File: config.mk
export PLATFORM = sky130hd
export DESIGN_NAME = mem_port_arbiter_flat
export DESIGN_NICKNAME = d
export VERILOG_FILES = /design/src/rtl/mem_port_arbiter_if.sv /design/src/rtl/mem_port_arbiter.sv /design/src/flat_wrapper.sv
export SDC_FILE = /design/constraint.sdc
export NUM_CORES = 1
export LEC_CHECK = 0
export ABC_AREA = 0
export BUFFER_PORTS_ARGS = -buffer_cell sky130_fd_sc_hd__buf_2
export CAP_MARGIN = 5
export CORE_AREA = 2 2 301 303
export CTS_CLUSTER_DIAMETER = 50
export DETAILED_ROUTE_END_ITERATION = 10
export DIE_AREA = 0 0 303 305
export HOLD_SLACK_MARGIN = 0.15
export PLACE_DENSITY_LB_ADDON = 0.3
export SLEW_MARGIN = 20
export SYNTH_ARGS = -nofsm -noshare
export SYNTH_HDL_FRONTEND = slang
export SYNTH_SLANG_ARGS = --single-unit
File: constraint.sdc
create_clock -name clk -period 2.9 [get_ports clk]
set_clock_uncertainty 0.15 [all_clocks]
set_input_delay 0.58 -clock clk [delete_from_list [all_inputs] [get_ports clk]]
set_output_delay 0.58 -clock clk [all_outputs]
set_load 0.01 [all_outputs]
File: src/rtl/mem_port_arbiter_if.sv
// Bundle of the three cache-side request channels and the shared memory port.
// master = arbiter view; slave = the caches plus memory model driving the other side.
interface mem_port_arbiter_if #(
    parameter int ADDR_W = 32,
    parameter int LINE_W = 128
);
    logic              ic_read_req;
    logic [ADDR_W-1:0] ic_read_addr;
    logic              ic_read_ack;
    logic [LINE_W-1:0] ic_read_data;

    logic              dc_read_req;
    logic [ADDR_W-1:0] dc_read_addr;
    logic              dc_read_ack;
    logic [LINE_W-1:0] dc_read_data;

    logic              dc_write_req;
    logic [ADDR_W-1:0] dc_write_addr;
    logic [LINE_W-1:0] dc_write_data;
    logic              dc_write_ack;

    logic              mem_enable;
    logic              mem_rw;
    logic [ADDR_W-1:0] mem_addr;
    logic [LINE_W-1:0] mem_data_out;
    logic              mem_ack;
    logic [LINE_W-1:0] mem_data_in;

    modport master (
        input  ic_read_req, ic_read_addr, dc_read_req, dc_read_addr,
        input  dc_write_req, dc_write_addr, dc_write_data, mem_ack, mem_data_in,
        output ic_read_ack, ic_read_data, dc_read_ack, dc_read_data, dc_write_ack,
        output mem_enable, mem_rw, mem_addr, mem_data_out
    );

    modport slave (
        output ic_read_req, ic_read_addr, dc_read_req, dc_read_addr,
        output dc_write_req, dc_write_addr, dc_write_data, mem_ack, mem_data_in,
        input  ic_read_ack, ic_read_data, dc_read_ack, dc_read_data, dc_write_ack,
        input  mem_enable, mem_rw, mem_addr, mem_data_out
    );
endinterface

File: src/rtl/mem_port_arbiter.sv
// Shares one 4-phase memory port between I-cache refill, D-cache refill and D-cache write-back.
// Grant one edge after req, *_ack one edge after mem_ack; losers simply keep req held until served.
module mem_port_arbiter #(
    parameter int ADDR_W       = 32,
    parameter int LINE_W       = 128,
    parameter int STARVE_LIMIT = 4
) (
    input  logic               clk,
    input  logic               reset,
    mem_port_arbiter_if.master bus
);
    localparam int               CNT_W   = $clog2(STARVE_LIMIT + 1);
    localparam logic [CNT_W-1:0] CNT_MAX = CNT_W'(STARVE_LIMIT);

    typedef enum logic [1:0] {IDLE, BUSY, DONE} state_t;
    typedef enum logic [1:0] {SRC_IC, SRC_DR, SRC_DW} src_t;

    state_t            state_q, state_d;
    src_t              src_q, src_d, win_src;
    logic [CNT_W-1:0]  starve_q, starve_d;
    logic              mem_enable_q, mem_enable_d;
    logic              mem_rw_q, mem_rw_d;
    logic [ADDR_W-1:0] mem_addr_q, mem_addr_d;
    logic [LINE_W-1:0] mem_data_out_q, mem_data_out_d;
    logic              ic_ack_q, ic_ack_d;
    logic              dr_ack_q, dr_ack_d;
    logic              dw_ack_q, dw_ack_d;
    logic [LINE_W-1:0] ic_data_q, ic_data_d;
    logic [LINE_W-1:0] dc_data_q, dc_data_d;
    logic              any_req;
    logic              grant;

    assign any_req = bus.ic_read_req | bus.dc_read_req | bus.dc_write_req;

    always_comb begin
        state_d        = state_q;
        src_d          = src_q;
        starve_d       = starve_q;
        mem_enable_d   = mem_enable_q;
        mem_rw_d       = mem_rw_q;
        mem_addr_d     = mem_addr_q;
        mem_data_out_d = mem_data_out_q;
        ic_ack_d       = 1'b0;
        dr_ack_d       = 1'b0;
        dw_ack_d       = 1'b0;
        ic_data_d      = ic_data_q;
        dc_data_d      = dc_data_q;
        grant          = 1'b0;
        win_src        = SRC_IC;

        // A starved I-cache overrides the normal write > read > ifetch order.
        if (bus.ic_read_req && starve_q == CNT_MAX) begin
            win_src = SRC_IC;
        end else if (bus.dc_write_req) begin
            win_src = SRC_DW;
        end else if (bus.dc_read_req) begin
            win_src = SRC_DR;
        end else begin
            win_src = SRC_IC;
        end

        case (state_q)
            IDLE: begin
                // A leftover mem_ack (e.g. after a reset mid-transfer) must clear first.
                if (any_req && !bus.mem_ack) begin
                    grant        = 1'b1;
                    src_d        = win_src;
                    mem_enable_d = 1'b1;
                    mem_rw_d     = (win_src == SRC_DW);
                    case (win_src)
                        SRC_DW: begin
                            mem_addr_d     = bus.dc_write_addr;
                            mem_data_out_d = bus.dc_write_data;
                        end
                        SRC_DR: begin
                            mem_addr_d     = bus.dc_read_addr;
                            mem_data_out_d = '0;
                        end
                        default: begin
                            mem_addr_d     = bus.ic_read_addr;
                            mem_data_out_d = '0;
                        end
                    endcase
                    state_d = BUSY;
                end
            end
            BUSY: begin
                if (bus.mem_ack) begin
                    mem_enable_d = 1'b0;
                    case (src_q)
                        SRC_DW: dw_ack_d = 1'b1;
                        SRC_DR: begin
                            dr_ack_d  = 1'b1;
                            dc_data_d = bus.mem_data_in;
                        end
                        default: begin
                            ic_ack_d  = 1'b1;
                            ic_data_d = bus.mem_data_in;
                        end
                    endcase
                    state_d = DONE;
                end
            end
            DONE: begin
                if (!bus.mem_ack) begin
                    state_d = IDLE;
                end
            end
            default: state_d = IDLE;
        endcase

        if (!bus.ic_read_req) begin
            starve_d = '0;
        end else if (grant) begin
            if (win_src == SRC_IC) begin
                starve_d = '0;
            end else if (starve_q != CNT_MAX) begin
                starve_d = starve_q + 1'b1;
            end
        end
    end

    always_ff @(posedge clk or negedge reset) begin
        if (!reset) begin
            state_q        <= IDLE;
            src_q          <= SRC_IC;
            starve_q       <= '0;
            mem_enable_q   <= 1'b0;
            mem_rw_q       <= 1'b0;
            mem_addr_q     <= '0;
            mem_data_out_q <= '0;
            ic_ack_q       <= 1'b0;
            dr_ack_q       <= 1'b0;
            dw_ack_q       <= 1'b0;
            ic_data_q      <= '0;
            dc_data_q      <= '0;
        end else begin
            state_q        <= state_d;
            src_q          <= src_d;
            starve_q       <= starve_d;
            mem_enable_q   <= mem_enable_d;
            mem_rw_q       <= mem_rw_d;
            mem_addr_q     <= mem_addr_d;
            mem_data_out_q <= mem_data_out_d;
            ic_ack_q       <= ic_ack_d;
            dr_ack_q       <= dr_ack_d;
            dw_ack_q       <= dw_ack_d;
            ic_data_q      <= ic_data_d;
            dc_data_q      <= dc_data_d;
        end
    end

    assign bus.mem_enable   = mem_enable_q;
    assign bus.mem_rw       = mem_rw_q;
    assign bus.mem_addr     = mem_addr_q;
    assign bus.mem_data_out = mem_data_out_q;
    assign bus.ic_read_ack  = ic_ack_q;
    assign bus.dc_read_ack  = dr_ack_q;
    assign bus.dc_write_ack = dw_ack_q;
    assign bus.ic_read_data = ic_data_q;
    assign bus.dc_read_data = dc_data_q;
endmodule

File: src/flat_wrapper.sv
// flat-port wrapper written by rule: the top's interface ports become plain ports
module mem_port_arbiter_flat 
#(
    parameter int ADDR_W       = 32,
    parameter int LINE_W       = 128,
    parameter int STARVE_LIMIT = 4
)
  (clk, reset, bus_ic_read_req, bus_ic_read_addr, bus_dc_read_req, bus_dc_read_addr, bus_dc_write_req, bus_dc_write_addr, bus_dc_write_data, bus_mem_ack, bus_mem_data_in, bus_ic_read_ack, bus_ic_read_data, bus_dc_read_ack, bus_dc_read_data, bus_dc_write_ack, bus_mem_enable, bus_mem_rw, bus_mem_addr, bus_mem_data_out);
  mem_port_arbiter_if #(.ADDR_W(ADDR_W), .LINE_W(LINE_W)) bus_i ();
  input  logic clk;
  input  logic reset;
  input wire logic [$bits(bus_i.ic_read_req)-1:0] bus_ic_read_req;
  input wire logic [$bits(bus_i.ic_read_addr)-1:0] bus_ic_read_addr;
  input wire logic [$bits(bus_i.dc_read_req)-1:0] bus_dc_read_req;
  input wire logic [$bits(bus_i.dc_read_addr)-1:0] bus_dc_read_addr;
  input wire logic [$bits(bus_i.dc_write_req)-1:0] bus_dc_write_req;
  input wire logic [$bits(bus_i.dc_write_addr)-1:0] bus_dc_write_addr;
  input wire logic [$bits(bus_i.dc_write_data)-1:0] bus_dc_write_data;
  input wire logic [$bits(bus_i.mem_ack)-1:0] bus_mem_ack;
  input wire logic [$bits(bus_i.mem_data_in)-1:0] bus_mem_data_in;
  output wire logic [$bits(bus_i.ic_read_ack)-1:0] bus_ic_read_ack;
  output wire logic [$bits(bus_i.ic_read_data)-1:0] bus_ic_read_data;
  output wire logic [$bits(bus_i.dc_read_ack)-1:0] bus_dc_read_ack;
  output wire logic [$bits(bus_i.dc_read_data)-1:0] bus_dc_read_data;
  output wire logic [$bits(bus_i.dc_write_ack)-1:0] bus_dc_write_ack;
  output wire logic [$bits(bus_i.mem_enable)-1:0] bus_mem_enable;
  output wire logic [$bits(bus_i.mem_rw)-1:0] bus_mem_rw;
  output wire logic [$bits(bus_i.mem_addr)-1:0] bus_mem_addr;
  output wire logic [$bits(bus_i.mem_data_out)-1:0] bus_mem_data_out;
  assign bus_i.ic_read_req = bus_ic_read_req;
  assign bus_i.ic_read_addr = bus_ic_read_addr;
  assign bus_i.dc_read_req = bus_dc_read_req;
  assign bus_i.dc_read_addr = bus_dc_read_addr;
  assign bus_i.dc_write_req = bus_dc_write_req;
  assign bus_i.dc_write_addr = bus_dc_write_addr;
  assign bus_i.dc_write_data = bus_dc_write_data;
  assign bus_i.mem_ack = bus_mem_ack;
  assign bus_i.mem_data_in = bus_mem_data_in;
  assign bus_ic_read_ack = bus_i.ic_read_ack;
  assign bus_ic_read_data = bus_i.ic_read_data;
  assign bus_dc_read_ack = bus_i.dc_read_ack;
  assign bus_dc_read_data = bus_i.dc_read_data;
  assign bus_dc_write_ack = bus_i.dc_write_ack;
  assign bus_mem_enable = bus_i.mem_enable;
  assign bus_mem_rw = bus_i.mem_rw;
  assign bus_mem_addr = bus_i.mem_addr;
  assign bus_mem_data_out = bus_i.mem_data_out;
  mem_port_arbiter #(.ADDR_W(ADDR_W), .LINE_W(LINE_W), .STARVE_LIMIT(STARVE_LIMIT)) u_core (.clk(clk), .reset(reset), .bus(bus_i));
endmodule
After elaboration in Yosys (flattened, before gate mapping). Cells that the tools add are included.

Output and inout port bits: 421. Logic and storage cells: 69. Register bits after elaboration: 428.

Eq/ne operators: 13. Bitwise gates (word level): 3. Muxes and demuxes: 27. Reduce and logical (&&, ||, !) cells: 13. $add $sub $neg: 1.

Operator list (count): two-way mux 128 bit (1); case mux 32 bit (2 select lines) (1); two-way mux 1 bit (14); two-way mux 3 bit (4); AND reduction 3 bit (4); two-way mux 2 bit (5); == test 2 x 1 -> 1 bit, second input constant (3); == test 2 bit, second input constant (3); case mux 2 bit (3 select lines) (1); zero test 2 bit (2); != test 2 x 1 -> 1 bit, second input constant (2); != test 2 bit, second input constant (2); AND reduction 2 bit (2); adder 3 x 1 -> 3 bit, second input constant (1); == test 3 bit, second input constant (1); != test 3 x 1 -> 1 bit, second input constant (1); != test 3 bit, second input constant (1); logical AND 1 bit (2); bitwise OR 1 bit (2); case mux 1 bit (2 select lines) (1); nonzero test 2 bit (1); OR reduction 2 bit (1); zero test 1 bit (1); NOT 1 bit (1).

Longest topological paths before layout.
Word-level depth: 7. Gate-level depth with buffers: 11. Gate-level depth less buffers: 9.

Worst setup path before layout. No wires, ideal clock.

Kind: reg2reg. Start: register u_core.starve_q[0]. End: register u_core.mem_addr_q[0] (netlist: u_core.bus.mem_addr[0]). Path slack: 0.556 ns. Cell stages (with the launch flop): 10. Arrival: 2.069 ns. Buffers on the path: 2. Cell sequence: dfrtp_1 > inv_1 > ha_1 > nand3_1 > and3b_1 > ha_1 > clkbuf_1 > clkbuf_1 > o21ai_0 > mux2_2.

Cells in the longest elaborated chain, start to end: 5. Elaborated cells between the ends (all ways): 6. Those cells by class: eq/ne (3); mux (2); reduce/logical (1).

RTL lines: start, declared (RTL line mem_port_arbiter.sv:20) `logic [CNT_W-1:0] starve_q, starve_d;`; start signal, assigned (RTL line mem_port_arbiter.sv:140) `starve_q <= starve_d;`; == test 3 bit * (RTL line mem_port_arbiter.sv:52) `if (bus.ic_read_req && starve_q == CNT_MAX) begin`; logical AND 1 bit * (RTL line mem_port_arbiter.sv:52); two-way mux 2 bit * (RTL line mem_port_arbiter.sv:52); via u_core.win_src[0] (RTL line mem_port_arbiter.sv:19) `src_t src_q, src_d, win_src;`; == test 2 x 1 -> 1 bit / == test 2 bit (equally long branches) (RTL line mem_port_arbiter.sv:70) `case (win_src)`; case mux 32 bit (2 select lines) * (RTL line mem_port_arbiter.sv:70); end signal, assigned (RTL line mem_port_arbiter.sv:143) `mem_addr_q <= mem_addr_d;`; end, declared (RTL line mem_port_arbiter.sv:23) `logic [ADDR_W-1:0] mem_addr_q, mem_addr_d;`.

The timed path passes the listed nets; every way through them passes the cells marked *. A chain may end at the register's enable or synchronous reset.

Final worst setup path.
Start: register u_core.starve_q[0]. End: register u_core.mem_addr_q[15] (netlist: u_core.bus.mem_addr[15]).

Same word-level chain as after synthesis.

==> results.cfg <==
[run_status]
status = finished with violations
violations = design-rule violations

[synthesis]
yosysSeqAreaShare_pct = 61.3
ys_seq_elements = 428
synth_edf_count = 0
avgSynthCellArea_um2 = 13.3
synth_area_um2 = 17500
synth_nets = 1682
synth-compound-area-share_pct = 2.63
async_flop_share_pct = 100
ys_types = 28
synthFlopType = dfrtp_1
yosys.area_share.adder_pct = 0.501
netlist_instances = 1317
synth_xor_area_share_pct = 0.0501
synthMuxAreaShare_pct = 26.0
synthSimpleGateAreaFrac_pct = 4.17
synth_top_family_by_area = multiplexers
yosys_warnings = 0

[global_routing]
grt_pass1_wl_um = 90400
grt_pass1_vias = 16000
grt_usage_pct = 12.5
grt_max_degree = 94
grt-ovfl-total = 0
antenna_found_initial = 1

[floorplan]
num_rows = 110
die_h_um = 305
die_w_um = 303
io_pins = 779
core_area_um2 = 89300
start_util_pct = 19.6
die_area_um2 = 92400

[power]
vdd_ir_drop_max_mv = 0.584
totalPowerFinal_w = 0.0290
power.density_nw_per_um2 = 1030
leakagePower_nw = 13.9

[critical_path]
path_max_fanout = 32
crit_type = flip-flop to flip-flop
r2r_cells = 9
reg2reg_from = u_core.starve_q[0]
cp.arrival_ns = 2.95
r2r_slack_ns = 0.30
worstSetupStartpointType = flip-flop
end_kind = flip-flop
cp.required_ns = 3.25
r2r_end = u_core.bus.mem_addr[15]

[sta]
rsz0062_at_grt = false
fmax_mhz = 385
fin_setup_tns_ns = 0
min_period_ns = 2.60
setup_slack_ns = 0.302
setup-violations-final = 0
tightest_slew_ns = 0.943
whs_ns = 0.216
finalCritPeriodShare_pct = 89.6
slew_viol_final = 0
hold_violations = 0
timing.slew.headroom_pct = 37.1

[layout]
final_util_pct = 31.6
final_nets = 2780
final_cell_mix = buf_2, dfrtp_1, dlygate4sd3_1
drive_gt1_share_pct = 48.9
synthToLayoutAreaGrowth_pct = 61.4
antennaDiodeCount = 0
final_common_cell = buf_2

[worst_hold_path]
min_from = bus_ic_read_addr[26]
min_to = u_core.bus.mem_addr[26]
hold_path_class = input port to flip-flop
hold_depth = 4

[drt]
finalWirelength_um = 58600
vias_per_cell = 3.92
drc = 38
via_count = 14300
ant_nets = 0
first_pass_iters = 8
drtIter0Drc = 670
wl_per_cell_um = 16.1

[clock_tree]
clock_latency_ns = 0.60
tritoncts = built
cts_sinks = 428
htree_levels = 3
clockBufferDepth = 3
cts_resized = 0
clkTransAtPathRegs_ns = 0.05
cts-root-buf = clkbuf_16
cts-buffers-inserted = 69

[placed_design]
place_ws_ns = 0.325
place_congestion = 0.900
port_buffers = 778
place_hpwl_um = 43200

[run]
cap_violations = 0
cell type report:
type / instances / area, um^2
fill: 9092 / 61100
clock inverter: 37 / 504
inverter: 137 / 514
multi-input combinational: 679 / 5860
tap: 1176 / 1470
clock buffer: 90 / 1900
sequential: 428 / 10700
timing repair buffer: 1100 / 7250
sequential cells by signal, indices dropped and copies added (netlist names):
name                     count
u_core.bus.ic_read_ack       1
u_core.bus.dc_read_ack       1
u_core.bus.mem_addr         32
u_core.bus.dc_write_ack      1
u_core.src_q                 2
u_core.bus.mem_rw            1
u_core.bus.mem_data_out    128
u_core.bus.dc_read_data    128
u_core.bus.mem_enable        1
u_core.state_q               2
u_core.starve_q              3
u_core.bus.ic_read_data    128
report_power, final:
part           total (W)  internal, W  switching, W
Clock            0.00847      0.00540       0.00307
Combinational     0.0102      0.00497       0.00521
Sequential        0.0103      0.00883       0.00149
Total             0.0290       0.0192       0.00977
critical path: stages, from the launching register on:
cell and delay, ns:
dfrtp_1 0.39, inv_1 0.08, ha_1 0.22, nand3_1 0.13
and3b_1 0.22, ha_1 0.18, buf_4 0.24, a22oi_1 0.44
o21ai_0 0.13, mux2_1 0.30
cells by family after synthesis:
kind of cell / count (synthesis)
flip-flops: 428
multiplexers: 418
buffers and inverters: 210
AND/OR/NAND/NOR: 179
AO/OA/AOI/OAI: 74
adder cells (fa/ha/maj): 7
XOR/XNOR: 1
repair_timing:
| item | CTS | global route |
|---|---|---|
| hold buffers | 283 | 0 |
| buffers inserted | 0 | 0 |
| hold endpoints to repair | 467 | 0 |
per-layer routing:
metal	wire [um]	global-route usage [%]
met4	2070	5.34
met5	13	0
met2	30400	22.4
met3	3840	3.60
met1	22200	13.6
how the worst max path moves through the flow:
stage | endpoint | slack, ns | startpoint
4_1_cts | u_core.bus.mem_data_out[53] | 0.32 | u_core.starve_q[0]
2_1_floorplan | u_core.bus.mem_addr[0] | 0.56 | u_core.starve_q[0]
5_1_grt | u_core.bus.mem_data_out[39] | 0.11 | u_core.starve_q[0]
3_3_place_gp | u_core.bus.mem_addr[15] | 0.38 | bus_ic_read_req
6_report | u_core.bus.mem_addr[15] | 0.30 | u_core.starve_q[0]
3_5_place_dp | u_core.bus.mem_data_out[100] | 0.33 | u_core.starve_q[0]
Yosys cell counts (7+ instances only):
master	n	area, um^2
a22oi_1	32	240
buf_2	25	125
buf_4	8	60.1
buf_6	12	135
clkbuf_1	27	101
dfrtp_1	428	10700
ha_1	7	87.6
inv_1	135	507
mux2_1	19	214
mux2_2	270	3040
mux2i_1	129	1290
nand2_1	162	608
o21ai_0	36	180
metrics by stage:
step | std cells | area [um^2]
after floorplan | 1317 | 17500
after global placement | 3237 | 23000
after detailed placement | 3237 | 23000
after CTS | 3647 | 28200
after global routing | 3647 | 28200
final | 3647 | 28200
Power figures use the tool's default switching activity.
